`config.mk`:
```
export PLATFORM = sky130hd
export DESIGN_NAME = mem_request_arbiter
export DESIGN_NICKNAME = d
export VERILOG_FILES = /design/src/rtl/mem_request_arbiter.sv
export SDC_FILE = /design/constraint.sdc
export NUM_CORES = 1
export LEC_CHECK = 0
export ABC_CLOCK_PERIOD_IN_PS = 3400
export CAP_MARGIN = 5
export CORE_ASPECT_RATIO = 2
export CORE_MARGIN = 2
export CORE_UTILIZATION = 42
export CTS_BUF_LIST = sky130_fd_sc_hd__clkbuf_4 sky130_fd_sc_hd__clkbuf_8
export DETAILED_ROUTE_END_ITERATION = 8
export PLACE_DENSITY_LB_ADDON = 0.2
export SYNTH_ARGS = -nofsm -noshare
export SYNTH_HDL_FRONTEND = slang
export SYNTH_SLANG_ARGS = --single-unit
```
`constraint.sdc`:
```
create_clock -name CLK -period 3.4 [get_ports CLK]
set_clock_uncertainty 0.15 [all_clocks]
set_input_delay 0.68 -clock CLK [delete_from_list [all_inputs] [get_ports CLK]]
set_output_delay 0.68 -clock CLK [all_outputs]
set_load 0.05 [all_outputs]
```
`src/rtl/mem_request_arbiter.sv`:
```
// Single-port RAM arbiter shared by instruction fetch and data load/store.
// Each instruction runs IFETCH, an optional DACCESS, then a one-cycle COMMIT.
module mem_request_arbiter #(
    parameter int ADDR_W      = 32,
    parameter int DATA_W      = 32,
    parameter int TIMEOUT_CYC = 64
) (
    input  logic                CLK,
    input  logic                nRST,
    input  logic [ADDR_W-1:0]   imemaddr,
    input  logic [ADDR_W-1:0]   dmmaddr,
    input  logic [DATA_W-1:0]   dmmstore,
    input  logic                dmm_read,
    input  logic                dmm_write,
    input  logic [1:0]          dmm_size,
    input  logic                dmm_unsigned,
    input  logic                busy_o,
    input  logic [DATA_W-1:0]   ramload,
    output logic                Ren,
    output logic                Wen,
    output logic [ADDR_W-1:0]   ramaddr,
    output logic [DATA_W-1:0]   ramstore,
    output logic [DATA_W/8-1:0] ram_be,
    output logic [DATA_W-1:0]   imemload,
    output logic [DATA_W-1:0]   dmmload,
    output logic                i_wait,
    output logic                d_wait,
    output logic                misalign_err,
    output logic                timeout_err
);

    localparam int BE_W  = DATA_W / 8;
    localparam int OFF_W = $clog2(BE_W);
    localparam int CNT_W = (TIMEOUT_CYC > 1) ? $clog2(TIMEOUT_CYC) : 1;
    localparam logic [CNT_W-1:0]  CNT_LAST   = CNT_W'((TIMEOUT_CYC > 0) ? TIMEOUT_CYC - 1 : 0);
    localparam logic [ADDR_W-1:0] ALIGN_MASK = ~(ADDR_W'(BE_W - 1));

    typedef enum logic [1:0] {
        S_IDLE    = 2'd0,
        S_IFETCH  = 2'd1,
        S_DACCESS = 2'd2,
        S_COMMIT  = 2'd3
    } state_t;

    state_t              r_state;
    state_t              w_next;
    logic [DATA_W-1:0]   r_imemload;
    logic [DATA_W-1:0]   r_dmmload;
    logic [CNT_W-1:0]    r_cnt;
    logic                r_timeout_err;
    logic [DATA_W-1:0]   w_imem_nxt;
    logic [DATA_W-1:0]   w_dmm_nxt;
    logic [CNT_W-1:0]    w_cnt_nxt;
    logic                w_to_nxt;
    logic [OFF_W-1:0]    w_off;
    logic [DATA_W-1:0]   w_shifted;
    logic                w_misalign;
    logic                w_dreq;
    logic                w_timeout_hit;

    function automatic logic [BE_W-1:0] lane_mask(input logic [1:0] size);
        logic [BE_W-1:0] m;
        case (size)
            2'd0:    m = BE_W'(1);
            2'd1:    m = BE_W'(3);
            2'd2:    m = BE_W'(15);
            default: m = '1;
        endcase
        return m;
    endfunction

    function automatic logic [DATA_W-1:0] replicate(input logic [DATA_W-1:0] d, input logic [1:0] size);
        logic [DATA_W-1:0] r;
        case (size)
            2'd0:    r = {BE_W{d[7:0]}};
            2'd1:    r = {(BE_W / 2){d[15:0]}};
            2'd2:    r = {(BE_W / 4){d[31:0]}};
            default: r = d;
        endcase
        return r;
    endfunction

    function automatic logic [DATA_W-1:0] extend_load(input logic [DATA_W-1:0] d, input logic [1:0] size,
                                                      input logic uns);
        logic [DATA_W-1:0] mask;
        logic              sign;
        case (size)
            2'd0:    begin mask = DATA_W'(8'hFF);        sign = d[7];        end
            2'd1:    begin mask = DATA_W'(16'hFFFF);     sign = d[15];       end
            2'd2:    begin mask = DATA_W'(32'hFFFF_FFFF); sign = d[31];       end
            default: begin mask = '1;                    sign = d[DATA_W-1]; end
        endcase
        if (sign && !uns) begin
            return d | ~mask;
        end else begin
            return d & mask;
        end
    endfunction

    assign w_off         = dmmaddr[OFF_W-1:0];
    assign w_shifted     = ramload >> {w_off, 3'b000};
    assign w_dreq        = dmm_read | dmm_write;
    assign w_timeout_hit = busy_o && (TIMEOUT_CYC > 0) && (r_cnt == CNT_LAST);

    assign imemload    = r_imemload;
    assign dmmload     = r_dmmload;
    assign timeout_err = r_timeout_err;

    // Alignment check: offset must be a multiple of the access size; dword needs a 64-bit bus
    always_comb begin
        case (dmm_size)
            2'd0:    w_misalign = 1'b0;
            2'd1:    w_misalign = w_off[0];
            2'd2:    w_misalign = |w_off[1:0];
            default: w_misalign = (DATA_W == 32) ? 1'b1 : (|w_off);
        endcase
    end

    // Next-state, RAM request outputs and register next values
    always_comb begin
        w_next       = r_state;
        Ren          = 1'b0;
        Wen          = 1'b0;
        ramaddr      = '0;
        ramstore     = '0;
        ram_be       = '0;
        i_wait       = 1'b1;
        d_wait       = 1'b1;
        misalign_err = 1'b0;
        w_imem_nxt   = r_imemload;
        w_dmm_nxt    = r_dmmload;
        w_cnt_nxt    = r_cnt;
        w_to_nxt     = r_timeout_err;
        case (r_state)
            S_IDLE: begin
                w_next    = S_IFETCH;
                w_cnt_nxt = '0;
            end
            S_IFETCH: begin
                Ren     = 1'b1;
                ramaddr = imemaddr & ALIGN_MASK;
                ram_be  = '1;
                d_wait  = 1'b0;
                // The core presents the decode of the fetched word on dmm_read/dmm_write
                if (!busy_o) begin
                    w_imem_nxt = ramload;
                    w_cnt_nxt  = '0;
                    w_next     = w_dreq ? S_DACCESS : S_COMMIT;
                end else if (w_timeout_hit) begin
                    w_to_nxt = 1'b1;
                    w_next   = S_COMMIT;
                end else begin
                    w_cnt_nxt = r_cnt + CNT_W'(1);
                end
            end
            S_DACCESS: begin
                i_wait  = 1'b0;
                ramaddr = dmmaddr & ALIGN_MASK;
                if (!w_dreq) begin
                    w_next = S_COMMIT;
                end else if (w_misalign) begin
                    misalign_err = 1'b1;
                    w_dmm_nxt    = '0;
                    w_next       = S_COMMIT;
                end else begin
                    if (dmm_write) begin
                        Wen      = 1'b1;
                        ram_be   = lane_mask(dmm_size) << w_off;
                        ramstore = replicate(dmmstore, dmm_size);
                    end else begin
                        Ren    = 1'b1;
                        ram_be = '1;
                    end
                    if (!busy_o) begin
                        w_next = S_COMMIT;
                        if (!dmm_write) begin
                            w_dmm_nxt = extend_load(w_shifted, dmm_size, dmm_unsigned);
                        end else begin
                            w_dmm_nxt = r_dmmload;
                        end
                    end else if (w_timeout_hit) begin
                        w_to_nxt = 1'b1;
                        w_next   = S_COMMIT;
                    end else begin
                        w_cnt_nxt = r_cnt + CNT_W'(1);
                    end
                end
            end
            S_COMMIT: begin
                i_wait    = 1'b0;
                d_wait    = 1'b0;
                w_cnt_nxt = '0;
                w_next    = S_IFETCH;
            end
            default: begin
                w_next = S_IDLE;
            end
        endcase
    end

    // State and result registers
    always_ff @(posedge CLK or negedge nRST) begin
        if (!nRST) begin
            r_state       <= S_IDLE;
            r_imemload    <= '0;
            r_dmmload     <= '0;
            r_cnt         <= '0;
            r_timeout_err <= 1'b0;
        end else begin
            r_state       <= w_next;
            r_imemload    <= w_imem_nxt;
            r_dmmload     <= w_dmm_nxt;
            r_cnt         <= w_cnt_nxt;
            r_timeout_err <= w_to_nxt;
        end
    end

endmodule

```
# Yosys cells after proc, flatten, opt, wreduce, memory -nomap -nowiden
# Index checks and enable logic that the tools add are counted.
# totals
out_inout_bits,138
regBits,73
# classes
eq_ne,11
n_shift,2
bitwise_logic,5
reduce_logical,14
n_addsub,1
muxes,63
# ops
cell,n
$mux W32,13
$pmux W32 S2,3
$and A32 B32 Y32,1
$not A32 Y32,1
$or A32 B32 Y32,1
$shr A32 B5 Y32,1
$mux W6,5
$mux W4,7
$mux W1,22
$pmux W6 S3,1
$pmux W4 S2,2
$mux W2,5
$reduce_or A2 Y1,4
$add A6 B1 Y6 const B,1
$eq A2 B2 Y1 const B,3
$eq A6 B6 Y1 const B,1
$ne A2 B2 Y1 const B,3
$pmux W1 S2,3
$pmux W2 S3,1
$reduce_and A3 Y1,2
$eq A2 B1 Y1 const B,2
$logic_not A2 Y1,2
$ne A2 B1 Y1 const B,2
$reduce_and A4 Y1,1
other kinds (8),9

# Depth between registers and ports, before layout
# logic_depth
ltp_word,13
depth_mapped,8
mapped_depth_nobuf,6

# Worst setup path after synthesis
# No wires, ideal clock.
# synth_timing
path_type,input-to-output
startpoint,input dmm_size[0]
endpoint,output ram_be[0]
n_path_buf,1
slack_ps,-98
t_arrival_ps,2668
path_stages,5
t_required_ps,2570
cell_sequence,buf_2 > or3_4 > nand2_1 > nand3_1 > o21ai_0
# synth_via
elab_chain_cells,11
# synth_lines
item,line,rtl
start: declaration,15,"input logic [1:0] dmm_size,"
$eq A2 B1 Y1 / $logic_not A2 Y1 (equally long branches),"63, 111",
$pmux W4 S2,63,case (size)
$mux W4,166,if (dmm_write) begin
$mux W4,161,end else if (w_misalign) begin
$mux W4,159,if (!w_dreq) begin
$mux W4,134,case (r_state)
$shl A4 B2 Y4,168,ram_be = lane_mask(dmm_size) << w_off;
$mux W4,166,
$mux W4 *,161,
$mux W4 *,159,
$pmux W4 S2 *,134,
end: declaration,23,"output logic [DATA_W/8-1:0] ram_be,"
# Every way passes the cells marked *; elsewhere a longest branch is shown, timed or not. The select of a mux whose other input is x is not followed.

# Worst setup path after layout
# layout_timing
startpoint,input dmm_size[0]
endpoint,output ramstore[11]
# layout_via
elab_chain_cells,6
# layout_lines
item,line,rtl
$eq A2 B1 Y1 / $logic_not A2 Y1 (equally long branches),"74, 111",
$pmux W32 S2,74,case (size)
$mux W32,166,
$mux W32 *,161,
$mux W32 *,159,
$mux W32 *,134,
end: declaration,22,"output logic [DATA_W-1:0] ramstore,"
# Every way passes the cells marked *; elsewhere a longest branch is shown, timed or not.

==> qor_table.md <==
| Stage | Quantity | Reported |
|:---|:---|:---|
| worst setup path | Number of buffers and inverters on the critical path | 3 |
| die | Top-level port count | 274 |
| die | Placeable Area | 10480 sq um |
| worst setup path | Largest fanout of any net on the critical path | 13 |
| synthesis | Number of distinct library cells after synthesis | 56 |
| worst setup path | Cell with the largest stage delay on the worst path | sky130_fd_sc_hd__clkdlybuf4s50_1 |
| global routing | Via count of the first global-routing pass | 5042 |
| worst setup path | Startpoint-to-endpoint class of the critical path | input port to output pin |
| power | Clock network fraction of design power | 9.8% |
| cells and area | Finished Layout Cells | 859 |
| placement | Inst Count DP | 843 |
| cts | TritonCTS Buffers | 9 |
| die | Effective utilization at floorplan | 43.12% |
| route | Vias | 4901 |
| power | IR drop worst, VDD | 0.0006623 V |
| die | Count of standard-cell rows | 53 |
| cts | Register clock-pin slew on the reported worst setup and hold paths | 0.08 ns |
| synthesis | Count leader, synth | sky130_fd_sc_hd__dfrtp_1 |
| route | Routed length on met1 | 6062 microns |
| sta | Relative max-transition margin | 32.10% |
| route | Detailed-routed wire length on met3 | 1489 microns |
| route | Routed wire length per instance | 21.96 microns |
| cells and area | Proportion of layout cells with a drive suffix above 1 | 22.30% |
| power | Net switching power figure | 3500 uW |
| power | Switching part of the total | 52.96% |
| synthesis | Number of cells produced by synthesis | 453 |
| power | Overall power consumption | 6609 uW |
| route | Count of routing violations after the opening detailed-route iteration | 317 |
| synthesis | Synth Cell Area | 4518 sq um |
| placement | Area post-placement | 7654 sq um |
| cells and area | Relative area change from synthesis to final layout | 73.66% |
| route | DR top layer | met4 |
| synthesis | Top post-synthesis cells by count | sky130_fd_sc_hd__dfrtp_1, sky130_fd_sc_hd__nor2_1, sky130_fd_sc_hd__a22o_1, sky130_fd_sc_hd__mux2_2, sky130_fd_sc_hd__mux2i_1 |
| synthesis | Post-synth top area share | 40.43% |
| sta | Smallest setup slack after layout | 0.07964 ns |
| power | Leakage | 0.003480 uW |
| cts | Source-to-sink clock delay at the later pin of the worst-skew pair | 0.36 ns |
| synthesis | Cell taking the most area after synthesis | sky130_fd_sc_hd__dfrtp_1 |
| route | Routed vias/inst | 5.705 |
| power | Combinational power share | 69.8% |
| outcome | Result of the run | complete, no violations |
| hold path | HP Class | input port to async pin |
| cts | Clock sink count | 73 |
| synthesis | Number of storage elements in the synthesis netlist | 73 |
| placement | Number of I/O port buffers | 269 |
| die | DIE HEIGHT | 150.7 microns |
| worst setup path | Crit path arrival time | 2.49 ns |
| power | Cell-internal power | 3109 uW |
| placement | Final weighted congestion of routability-driven global placement | 0.8859 |
| route | TritonRoute pass-1 iters | 5 |
| cts | Maximum count of clock buffers along a single path | 2 |
| worst setup path | Req. time, crit path | 2.57 ns |
| synthesis | Most common flop cell mapped by yosys | sky130_fd_sc_hd__dfrtp_1 |
| die | Overall die width | 77.34 microns |
| route | Met2 Routed Length | 10290 microns |
| cells and area | Post-layout instance area | 7846 sq um |
| power | Share of power burned in registers | 20.4% |
| worst setup path | Cell Chain, Critical Path | clkdlybuf4s50_1, or3_4, nand2_1, nand3_2, buf_4, a21oi_1, buf_12 |
| worst setup path | Critical path's largest stage delay | 0.44 ns |
| cts | CTS tree | done |
| die | Floorplan die area | 11650 sq um |
| worst setup path | Crit-path leading delay family | buffers and inverters |
| sta | Number of failing setup endpoints in the final timing report | 0 |
| global routing | Combined global-route utilization of all metal layers | 32.31% |
| sta | RSZ-0062 raised after global routing | false |
| sta | Final cycle utilization of the critical path | 97.66% |
| power | Ratio of total power to cell area | 842.3 nW/um^2 |
| synthesis | Proportion of synthesized chip area in sequential cells | 40.43% |
| global routing | Overall overflow remaining after global route | 0 |
| global routing | Number of antenna violations at the first check in global routing | 0 |
| placement | Detailed placement HPWL | 14920 microns |
| cells and area | ANT cells | 0 |
| cells and area | Number of nets in the finished design | 857 |
| global routing | Pin count of the biggest net entering global routing | 74 |
| sta | Shortest clock period the worst path allows after layout | 3.320 ns |
| sta | Number of max-slew violations in the final report | 0 |
| sta | Worst hold slack | 0.2925 ns |
| cts | H-tree depth | 3 |
| flow run | Number of max-capacitance violations reported | 0 |
| synthesis | Number of synthesized flops with an enable pin | 0 |
| sta | Final Hold Violating Endpoints | 0 |
| route | Remaining design rule violation count | 0 |
| sta | Measured slew at the worst slew-check pin | 1.014 ns |
| synthesis | FFs w/ async S/R, synth | 100.0% |
| synthesis | Average footprint of a synthesized cell | 9.974 sq um |
| placement | Worst setup slack after placement | 0.04578 ns |
| global routing | Wire length of the first global-routing pass | 28550 microns |
| synthesis | Count of warnings emitted by yosys | 0 |
| route | Post-route ant nets | 0 |
| cts | Clock root cell | sky130_fd_sc_hd__clkbuf_8 |
| worst setup path | Type of origin of the critical path | input port |
| synthesis | Dominant cells by area after synthesis | sky130_fd_sc_hd__dfrtp_1, sky130_fd_sc_hd__mux2_2, sky130_fd_sc_hd__a22o_1, sky130_fd_sc_hd__mux2i_1, sky130_fd_sc_hd__nor2_1 |
| sta | Maximum frequency from static timing analysis | 301.2 MHz |
| worst setup path | Endpoint type of the worst setup path | output pin |
| route | WL final | 18870 microns |
==> stage by stage <==
| stage | setup TNS (ns) | utilization (%) |
|---|---|---|
| 2_1_floorplan | -0.4760 | - |
| 3_3_place_gp | 0 | 73.05 |
| 3_5_place_dp | 0 | 73.05 |
| 4_1_cts | 0 | 74.81 |
| 5_1_grt | 0 | 74.89 |
| 6_report | 0 | 74.89 |
==> cell usage in the layout (no fill, tap or decap), types with 9 or more instances in the layout <==
cell                              count
sky130_fd_sc_hd__and2_1               9
sky130_fd_sc_hd__clkbuf_8             9
sky130_fd_sc_hd__mux2_2              33
sky130_fd_sc_hd__nor2_1              43
sky130_fd_sc_hd__buf_4               53
sky130_fd_sc_hd__a21oi_1             25
sky130_fd_sc_hd__o21ai_0             17
sky130_fd_sc_hd__nand2_1             30
sky130_fd_sc_hd__a22o_1              38
sky130_fd_sc_hd__buf_12              39
sky130_fd_sc_hd__mux2i_1             33
sky130_fd_sc_hd__nor2b_1              9
sky130_fd_sc_hd__clkdlybuf4s50_1    198
sky130_fd_sc_hd__dfrtp_1             73
==> state kept, by name, summed over array words and instances, names as in the netlist <==
signal,cells
imemload,32
timeout_err,1
r_cnt,6
r_state,2
dmmload,32
==> area by class of cell <==
type	count	area, sq um
clock buffers	9	123.9
clock inverters	7	61.31
fillers	744	2631
inverters	8	30.03
multi-input cells	334	2467
flip-flops and latches	73	1827
well taps	137	171.4
repair buffers	291	3166
==> path summary, 6_finish.rpt <==
| check | startpoint | end | slack [ns] | cells after the start |
|---|---|---|---|---|
| max in group asynchronous | nRST | imemload[24] | 2.20 | 1 |
| min in group CLK | timeout_err | timeout_err | 0.33 | 1 |
| hold / removal | nRST | imemload[29] | 0.29 | 1 |
| hold reg to reg | timeout_err | timeout_err | 0.33 | 1 |
| setup reg to reg | r_state[0] | dmmload[24] | 0.69 | 7 |
| setup / recovery | dmm_size[0] | ramstore[11] | 0.08 | 7 |
==> logic make-up (layout without fill, tap and decap cells) <==
family	after synthesis	count (layout)	share of synthesized area, %
buf+inv	47	315	5.317
fa+ha+maj	4	4	1.108
other cells	1	2	0.08300
xor+xnor	2	2	0.3878
mux	67	67	16.03
flops	73	73	40.43
compound gates	145	145	24.15
simple gates	114	114	12.49
==> repair_timing <==
item                       CTS  global route
setup buffers                0             0
hold buffers                 0             0
gates resized for setup      0             3
setup endpoints to repair    0             3
hold endpoints to repair     0             0
==> layer usage <==
metal | vias to the layer above | track usage (%)
li1 | 2207 | -
met1 | 2383 | 31.15
met2 | 259 | 60.17
met3 | 52 | 9.293
met4 | 0 | 18.39
met5 | - | 0
==> power groups by stage <==
stage                     registers [uW]  logic, uW  clock network [uW]
after floorplan                     2320       1920                   0
after global placement              1340       4550                   0
after detailed placement            1350       4610                   0
after CTS                           1340       4620                 663
after global routing                1380       4770                 700
final                               1350       4610                 650
Note: power is estimated with default switching activity, not from simulation.
